[config.mk]
export PLATFORM = sky130hd
export DESIGN_NAME = dual_issue_scheduler
export DESIGN_NICKNAME = d
export VERILOG_FILES = /design/src/rtl/dual_issue_scheduler.sv
export SDC_FILE = /design/constraint.sdc
export NUM_CORES = 1
export LEC_CHECK = 0
export CORE_ASPECT_RATIO = 0.8
export CORE_MARGIN = 1
export CORE_UTILIZATION = 30
export CTS_BUF_LIST = sky130_fd_sc_hd__clkbuf_4 sky130_fd_sc_hd__clkbuf_8
export CTS_CLUSTER_DIAMETER = 60
export DETAILED_ROUTE_END_ITERATION = 12
export SLEW_MARGIN = 10
export SYNTH_ARGS = -nofsm -noshare
export SYNTH_HDL_FRONTEND = slang
export SYNTH_SLANG_ARGS = --single-unit
[constraint.sdc]
create_clock -name clk -period 7.2 [get_ports clk]
set_input_delay 1.08 -clock clk [delete_from_list [all_inputs] [get_ports clk]]
set_output_delay 1.08 -clock clk [all_outputs]
set_load 0.01 [all_outputs]
[src/rtl/dual_issue_scheduler.sv]
// Dual-issue scheduler: issues a fetched pair together or splits it (A now, B from a hold buffer next accepted cycle).
// Optional build macro SCHED_PERF_CNT_EN adds the saturating pair_cnt / split_cnt performance counters.
module dual_issue_scheduler #(
  parameter int XLEN  = 32,
  parameter int CNT_W = 32
) (
  input  logic            clk,
  input  logic            rst,
  input  logic            fetch_valid,
  input  logic [XLEN-1:0] pc_a,
  input  logic [XLEN-1:0] pc_b,
  input  logic [XLEN-1:0] instr_a,
  input  logic [XLEN-1:0] instr_b,
  input  logic            issue_ready,
  input  logic            flush,
  output logic            stall_f,
  output logic            iss_valid_a,
  output logic            iss_valid_b,
  output logic [XLEN-1:0] iss_pc_a,
  output logic [XLEN-1:0] iss_pc_b,
  output logic [XLEN-1:0] iss_instr_a,
  output logic [XLEN-1:0] iss_instr_b
`ifdef SCHED_PERF_CNT_EN
  ,
  output logic [CNT_W-1:0] pair_cnt,
  output logic [CNT_W-1:0] split_cnt
`endif
);

  localparam logic [6:0] OPC_LOAD   = 7'b0000011;
  localparam logic [6:0] OPC_STORE  = 7'b0100011;
  localparam logic [6:0] OPC_BRANCH = 7'b1100011;
  localparam logic [6:0] OPC_JAL    = 7'b1101111;
  localparam logic [6:0] OPC_JALR   = 7'b1100111;
  localparam logic [6:0] OPC_LUI    = 7'b0110111;
  localparam logic [6:0] OPC_AUIPC  = 7'b0010111;
  localparam logic [6:0] OPC_OP     = 7'b0110011;

  typedef enum logic [0:0] {
    ST_PAIR   = 1'b0,
    ST_HOLD_B = 1'b1
  } state_e;

  function automatic logic op_writes_rd(input logic [6:0] op);
    case (op)
      OPC_STORE, OPC_BRANCH: return 1'b0;
      default:               return 1'b1;
    endcase
  endfunction

  function automatic logic op_uses_rs1(input logic [6:0] op);
    case (op)
      OPC_LUI, OPC_AUIPC, OPC_JAL: return 1'b0;
      default:                     return 1'b1;
    endcase
  endfunction

  function automatic logic op_uses_rs2(input logic [6:0] op);
    case (op)
      OPC_STORE, OPC_BRANCH, OPC_OP: return 1'b1;
      default:                       return 1'b0;
    endcase
  endfunction

  function automatic logic op_is_mem(input logic [6:0] op);
    case (op)
      OPC_LOAD, OPC_STORE: return 1'b1;
      default:             return 1'b0;
    endcase
  endfunction

  function automatic logic op_is_ctrl(input logic [6:0] op);
    case (op)
      OPC_BRANCH, OPC_JAL, OPC_JALR: return 1'b1;
      default:                       return 1'b0;
    endcase
  endfunction

  state_e            state_r;
  state_e            state_nxt_s;
  logic              buf_valid_r;
  logic [XLEN-1:0]   buf_pc_r;
  logic [XLEN-1:0]   buf_instr_r;

  logic              a_nz_s;
  logic              b_nz_s;
  logic [6:0]        op_a_s;
  logic [6:0]        op_b_s;
  logic [4:0]        rd_a_s;
  logic [4:0]        rs1_b_s;
  logic [4:0]        rs2_b_s;
  logic              raw_s;
  logic              mem_s;
  logic              ctrl_s;
  logic              conflict_s;
  logic              take_s;
  logic              release_s;
  logic              idle_s;

  // Intra-pair conflict detection; a zero instruction in either slot disables every rule.
  always_comb begin
    a_nz_s  = (instr_a != {XLEN{1'b0}});
    b_nz_s  = (instr_b != {XLEN{1'b0}});
    op_a_s  = instr_a[6:0];
    op_b_s  = instr_b[6:0];
    rd_a_s  = instr_a[11:7];
    rs1_b_s = instr_b[19:15];
    rs2_b_s = instr_b[24:20];
    raw_s   = op_writes_rd(op_a_s) && (rd_a_s != 5'd0) &&
              ((op_uses_rs1(op_b_s) && (rs1_b_s == rd_a_s)) ||
               (op_uses_rs2(op_b_s) && (rs2_b_s == rd_a_s)));
    mem_s   = op_is_mem(op_a_s) && op_is_mem(op_b_s);
    ctrl_s  = op_is_ctrl(op_a_s);
    if (a_nz_s && b_nz_s) begin
      conflict_s = raw_s || mem_s || ctrl_s;
    end else begin
      conflict_s = 1'b0;
    end
  end

  // Cycle qualifiers shared by the FSM and the issue datapath.
  always_comb begin
    take_s    = fetch_valid && issue_ready && !flush && (state_r == ST_PAIR);
    release_s = issue_ready && !flush && (state_r == ST_HOLD_B);
    idle_s    = !fetch_valid && issue_ready && !flush && (state_r == ST_PAIR);
  end

  // FSM state register.
  always_ff @(posedge clk or posedge rst) begin
    if (rst) begin
      state_r <= ST_PAIR;
    end else begin
      state_r <= state_nxt_s;
    end
  end

  // FSM next state and fetch stall; flush overrides everything and never stalls.
  always_comb begin
    state_nxt_s = state_r;
    stall_f     = 1'b0;
    if (flush) begin
      state_nxt_s = ST_PAIR;
    end else begin
      case (state_r)
        ST_PAIR: begin
          if (take_s && conflict_s) begin
            stall_f     = 1'b1;
            state_nxt_s = ST_HOLD_B;
          end else begin
            state_nxt_s = ST_PAIR;
          end
        end
        ST_HOLD_B: begin
          if (issue_ready) begin
            state_nxt_s = ST_PAIR;
          end else begin
            stall_f     = 1'b1;
            state_nxt_s = ST_HOLD_B;
          end
        end
        default: begin
          state_nxt_s = ST_PAIR;
        end
      endcase
    end
  end

  // Issue registers and hold buffer: accept a pair, split it, release held B, or flush.
  always_ff @(posedge clk or posedge rst) begin
    if (rst) begin
      iss_valid_a <= 1'b0;
      iss_valid_b <= 1'b0;
      iss_pc_a    <= {XLEN{1'b0}};
      iss_pc_b    <= {XLEN{1'b0}};
      iss_instr_a <= {XLEN{1'b0}};
      iss_instr_b <= {XLEN{1'b0}};
      buf_valid_r <= 1'b0;
      buf_pc_r    <= {XLEN{1'b0}};
      buf_instr_r <= {XLEN{1'b0}};
    end else if (flush) begin
      iss_valid_a <= 1'b0;
      iss_valid_b <= 1'b0;
      buf_valid_r <= 1'b0;
    end else if (take_s) begin
      iss_pc_a    <= pc_a;
      iss_instr_a <= instr_a;
      iss_valid_a <= a_nz_s;
      if (conflict_s) begin
        iss_valid_b <= 1'b0;
        buf_valid_r <= 1'b1;
        buf_pc_r    <= pc_b;
        buf_instr_r <= instr_b;
      end else begin
        iss_pc_b    <= pc_b;
        iss_instr_b <= instr_b;
        iss_valid_b <= b_nz_s;
      end
    end else if (release_s) begin
      // Held B goes out alone in slot A; the pair presented this cycle is the one already split.
      iss_pc_a    <= buf_pc_r;
      iss_instr_a <= buf_instr_r;
      iss_valid_a <= buf_valid_r;
      iss_valid_b <= 1'b0;
      buf_valid_r <= 1'b0;
    end else if (idle_s) begin
      iss_valid_a <= 1'b0;
      iss_valid_b <= 1'b0;
    end
  end

`ifdef SCHED_PERF_CNT_EN
  logic pair_inc_s;
  logic split_inc_s;

  assign pair_inc_s  = take_s && !conflict_s && a_nz_s && b_nz_s;
  assign split_inc_s = take_s && conflict_s;

  // Saturating performance counters.
  always_ff @(posedge clk or posedge rst) begin
    if (rst) begin
      pair_cnt  <= {CNT_W{1'b0}};
      split_cnt <= {CNT_W{1'b0}};
    end else begin
      if (pair_inc_s && (pair_cnt != {CNT_W{1'b1}})) begin
        pair_cnt <= pair_cnt + {{(CNT_W-1){1'b0}}, 1'b1};
      end
      if (split_inc_s && (split_cnt != {CNT_W{1'b1}})) begin
        split_cnt <= split_cnt + {{(CNT_W-1){1'b0}}, 1'b1};
      end
    end
  end
`endif

endmodule

==> results summary <==
The first-pass GRT wire length is a little under 40 mm. The routed design uses 11.2 mm of met2 wire. The top-level I/O count is 264. The width of the die came out at around 190 um.

The dominant combinational cell family by area after synthesis is multiplexers. The worst clock skew is ~0.017 ns. The final critical-path required period is 5.22 ns. The number of sinks on the clock net is around 200. After filler insertion, the fill cell instance count of the layout stands at 2496. The switching share of total power is 0.275. The worst setup path is of the input pin to output port kind. Of the total synthesized cell area, the portion taken by full adders, half adders and majority gates is 0. The number of H-tree branching levels is 4. The count of buffers added on input and output ports is about 260. The post-cts gate resize count is 0.

For the pin with the worst max-slew slack, the measured transition is 1.07 ns. The maximum cell stage delay along the critical path came out at 0.73 ns. Setup repair after global routing left no endpoint under its margin. The root buffer cell chosen for the clock tree is sky130_fd_sc_hd__clkbuf_8. The slowest library cell on the worst path is sky130_fd_sc_hd__nor4_1. The share of power burned in combinational logic is 0.250. The worst slew margin relative to its limit is 0.287. The routed design uses 2.24 mm of met3 wire. In the layout the commonest cells are sky130_fd_sc_hd__clkdlybuf4s50_1 (263), sky130_fd_sc_hd__dfrtp_1 (196), sky130_fd_sc_hd__nand2_1 (67).

The floorplan row count came out at 53. The worst endpoint data arrival time is 4.14 ns. After detailed routing, the wire length on met1 is 11.4 mm.

The data required time of the critical path is around 6.1 ns. The mapped cell area came out at ~8200 um2. The source-to-sink clock delay at the later pin of the worst-skew pair came out at 0.47 ns. The worst-case clock buffer depth is 2. The mean cell area of the mapped netlist came out at 13.0 um2. The initial standard-cell utilization of the core came out at 0.309.

The run finished with clean final reports. The maximum VDD drop came out at 0.170 mV. The area of combinational cells with multiple inputs is 3070 um2.

The sequential share of power is 0.482. The most numerous cell type found on the critical path is sky130_fd_sc_hd__clkdlybuf4s50_1. The number of distinct library cells after synthesis came out at 38. Routability-driven placement finished with a final weighted congestion of 0.837.

Yosys printed 0 warnings. The clock-pin slew on the worst setup and hold paths is 0.09 ns. The final route contains about 6100 vias. In the final routed layout, each cell accounts on average for between 20 and 25 um. Traced cell by cell, the critical path runs through clkdlybuf4s50_1 > nor4_1 > nand4_1 > nor4_2 > nor4_4 > a21o_1 > clkdlybuf4s50_1. The final net count came out at 1011. The first detailed-routing pass took 4 iterations. The net load switching power is roughly 800 uW.

Of all flip-flops after synthesis, the portion carrying an async set or reset was 1.00. The synthesized netlist net count is 762. The number of antenna violations at the first check in global routing came to 0.

The post-synthesis compound-gate area fraction is 0.103. The fraction of synthesized cell area in xor and xnor cells came out at 0.0107. The tightest min-delay check is of the flip-flop to flip-flop type. At the end of the flow the core is filled with cells to 0.436. The number of buffers created by CTS is 17.

In the routed design, unresolved DRC markers number 0. The internal power contribution came out at 2120 uW. The final cycle utilization of the critical path is 0.725.

The setup slack after layout is 1.98 ns. The achievable clock frequency is about 190 MHz. The worst setup path is captured at an output port.

The per-cell via count in the routed design is approximately 4.9. The floorplan step defined a core boundary enclosing 26500 um2. The tightest hold margin came out at around 0.48 ns.

The height of the die is 150 um. The fraction of layout cells with a size suffix above 1 came out at 0.135. The pre-CTS worst setup slack came out at ~2.0 ns. From synthesis to final layout, the design area changed by 41.2%. The share of total power dissipated in the clock network is 0.268. In this run, post-CTS hold repair placed 0 buffers. The repair_antennas step left the layout with diodes totalling 0.

The number of enable flip-flop cells after synthesis came out at 0. TritonCTS built the clock tree. The detailed router used layers up to and including met4. Of the post-synthesis cell area, the part taken by muxes is 0.193. The power density over cell area is 252 nW/um2. STA classifies the critical path startpoint as an input pin. Among all flip-flop cells after synthesis, the most frequent one is sky130_fd_sc_hd__dfrtp_1. The count of endpoints failing setup in the final report is 0. The area used by sequential logic in the layout is 4900 um2. The count of nets left with antenna violations after detail routing came out at 0. The count of state elements after synthesis came out at 196. The cell count after synthesis came out at 629. The total negative setup slack came out at 0 ns. The area of the die is about 28000 um2.

The final layout contains routed wiring with a total length of 25.0 mm. The total routing usage reported by global routing is 0.186. The leakage power total is 0.00491 uW. The total half-perimeter wirelength after legalization and detailed placement is 17.1 mm. The pin count of the biggest net entering global routing is 140.

The number of setup buffers added after CTS is 0. Leaving out fill and tap cells, the most frequent cell in the layout is sky130_fd_sc_hd__clkdlybuf4s50_1. The sequential element share of the synthesized area came out at 0.598.

The number of global-route vias before repair came out at 6438. The total overflow reported by the global router is 0. The final-report hold violation count is 0.

The biggest fanout along the worst timing path came out at 4. The number of design-rule violations left by the first detailed-router iteration is 307. The simple logic cell fraction of the synthesized area is 0.0642. Max-cap violations in this run came to 0. The count of final max-slew check failures came to 0.
[cell usage after synthesis, types with 6 or more instances]
| master | n | share of area |
|---|---|---|
| sky130_fd_sc_hd__nor4_1 | 14 | 0.011 |
| sky130_fd_sc_hd__mux2_4 | 38 | 0.070 |
| sky130_fd_sc_hd__clkbuf_1 | 19 | 0.0087 |
| sky130_fd_sc_hd__nand2_1 | 67 | 0.031 |
| sky130_fd_sc_hd__mux2_2 | 30 | 0.041 |
| sky130_fd_sc_hd__buf_1 | 9 | 0.0041 |
| sky130_fd_sc_hd__buf_6 | 11 | 0.015 |
| sky130_fd_sc_hd__o21ai_0 | 66 | 0.040 |
| sky130_fd_sc_hd__xnor2_1 | 8 | 0.0085 |
| sky130_fd_sc_hd__o22ai_1 | 64 | 0.049 |
| sky130_fd_sc_hd__mux2_1 | 60 | 0.082 |
| sky130_fd_sc_hd__nand3_1 | 6 | 0.0037 |
| sky130_fd_sc_hd__dfrtp_1 | 196 | 0.60 |
[state kept, by name (all words and copies together), names as in the netlist]
register and count:
buf_instr_r 32, buf_pc_r 32, iss_instr_a 32, iss_instr_b 32, iss_pc_a 32, iss_pc_b 32, buf_valid_r 1, iss_valid_a 1
iss_valid_b 1, state_r 1
[routing by layer]
metal  GRT usage  up-vias
li1            -     2782
met1       0.255     3055
met2       0.283      211
met3      0.0657       13
met4      0.0402        0
met5           0        -
[power groups by stage]
| stage | registers [uW] | logic, uW | clock network, uW |
|---|---|---|---|
| 2_1_floorplan | 1480 | 226 | 0 |
| 3_3_place_gp | 1420 | 734 | 0 |
| 3_5_place_dp | 1430 | 738 | 0 |
| 4_1_cts | 1410 | 741 | 817 |
| 5_1_grt | 1440 | 788 | 858 |
| 6_report | 1410 | 730 | 783 |
[path summary, 6_finish.rpt]
check | startpoint | endpoint | slack [ns] | cells past startpoint
worst min register to register | iss_pc_a[30]$_DFFE_PP0P_ | iss_pc_a[30]$_DFFE_PP0P_ | 0.48 | 2
worst max-delay path | instr_a[19] | stall_f | 1.98 | 7
worst min-delay path | iss_pc_a[30]$_DFFE_PP0P_ | iss_pc_a[30]$_DFFE_PP0P_ | 0.48 | 2
max in group asynchronous | rst | buf_pc_r[16]$_DFFE_PP0P_ | 4.54 | 3
min in group asynchronous | rst | iss_pc_b[13]$_DFFE_PP0P_ | 1.19 | 2
worst max register to register | state_r$_DFF_PP0_ | buf_pc_r[30]$_DFFE_PP0P_ | 4.04 | 7
[worst max-delay path, delay by kind of cell]
family	cells	cell delay (ns)
buffers and inverters	2	0.99
and+or+nand+nor	4	1.86
AOI/OAI and AO/OA	1	0.19
[kinds of logic (layout without fill, tap and decap cells)]
kind of cell | Yosys count | after routing
AND/OR/NAND/NOR | 109 | 109
AO/OA/AOI/OAI | 141 | 141
XOR/XNOR | 10 | 10
multiplexers | 128 | 128
buffers and inverters | 45 | 307
flip-flops | 196 | 196
[metrics by stage]
step	area (um2)	std cells	total power, uW
after CTS	11600	1248	2970
after floorplan	8200	629	1710
after detailed placement	11100	1216	2170
after global routing	11600	1248	3080
after global placement	11100	1216	2160
final	11600	1248	2920
[area by class of cell]
cell class                 count  area share
tap                          357      0.0386
timing repair buffer         271       0.233
sequential                   196       0.424
clock inverter                11      0.0131
inverter                       4     0.00195
clock buffer                  21      0.0244
multi-input combinational    388       0.266
Power figures use the tool's default switching activity.
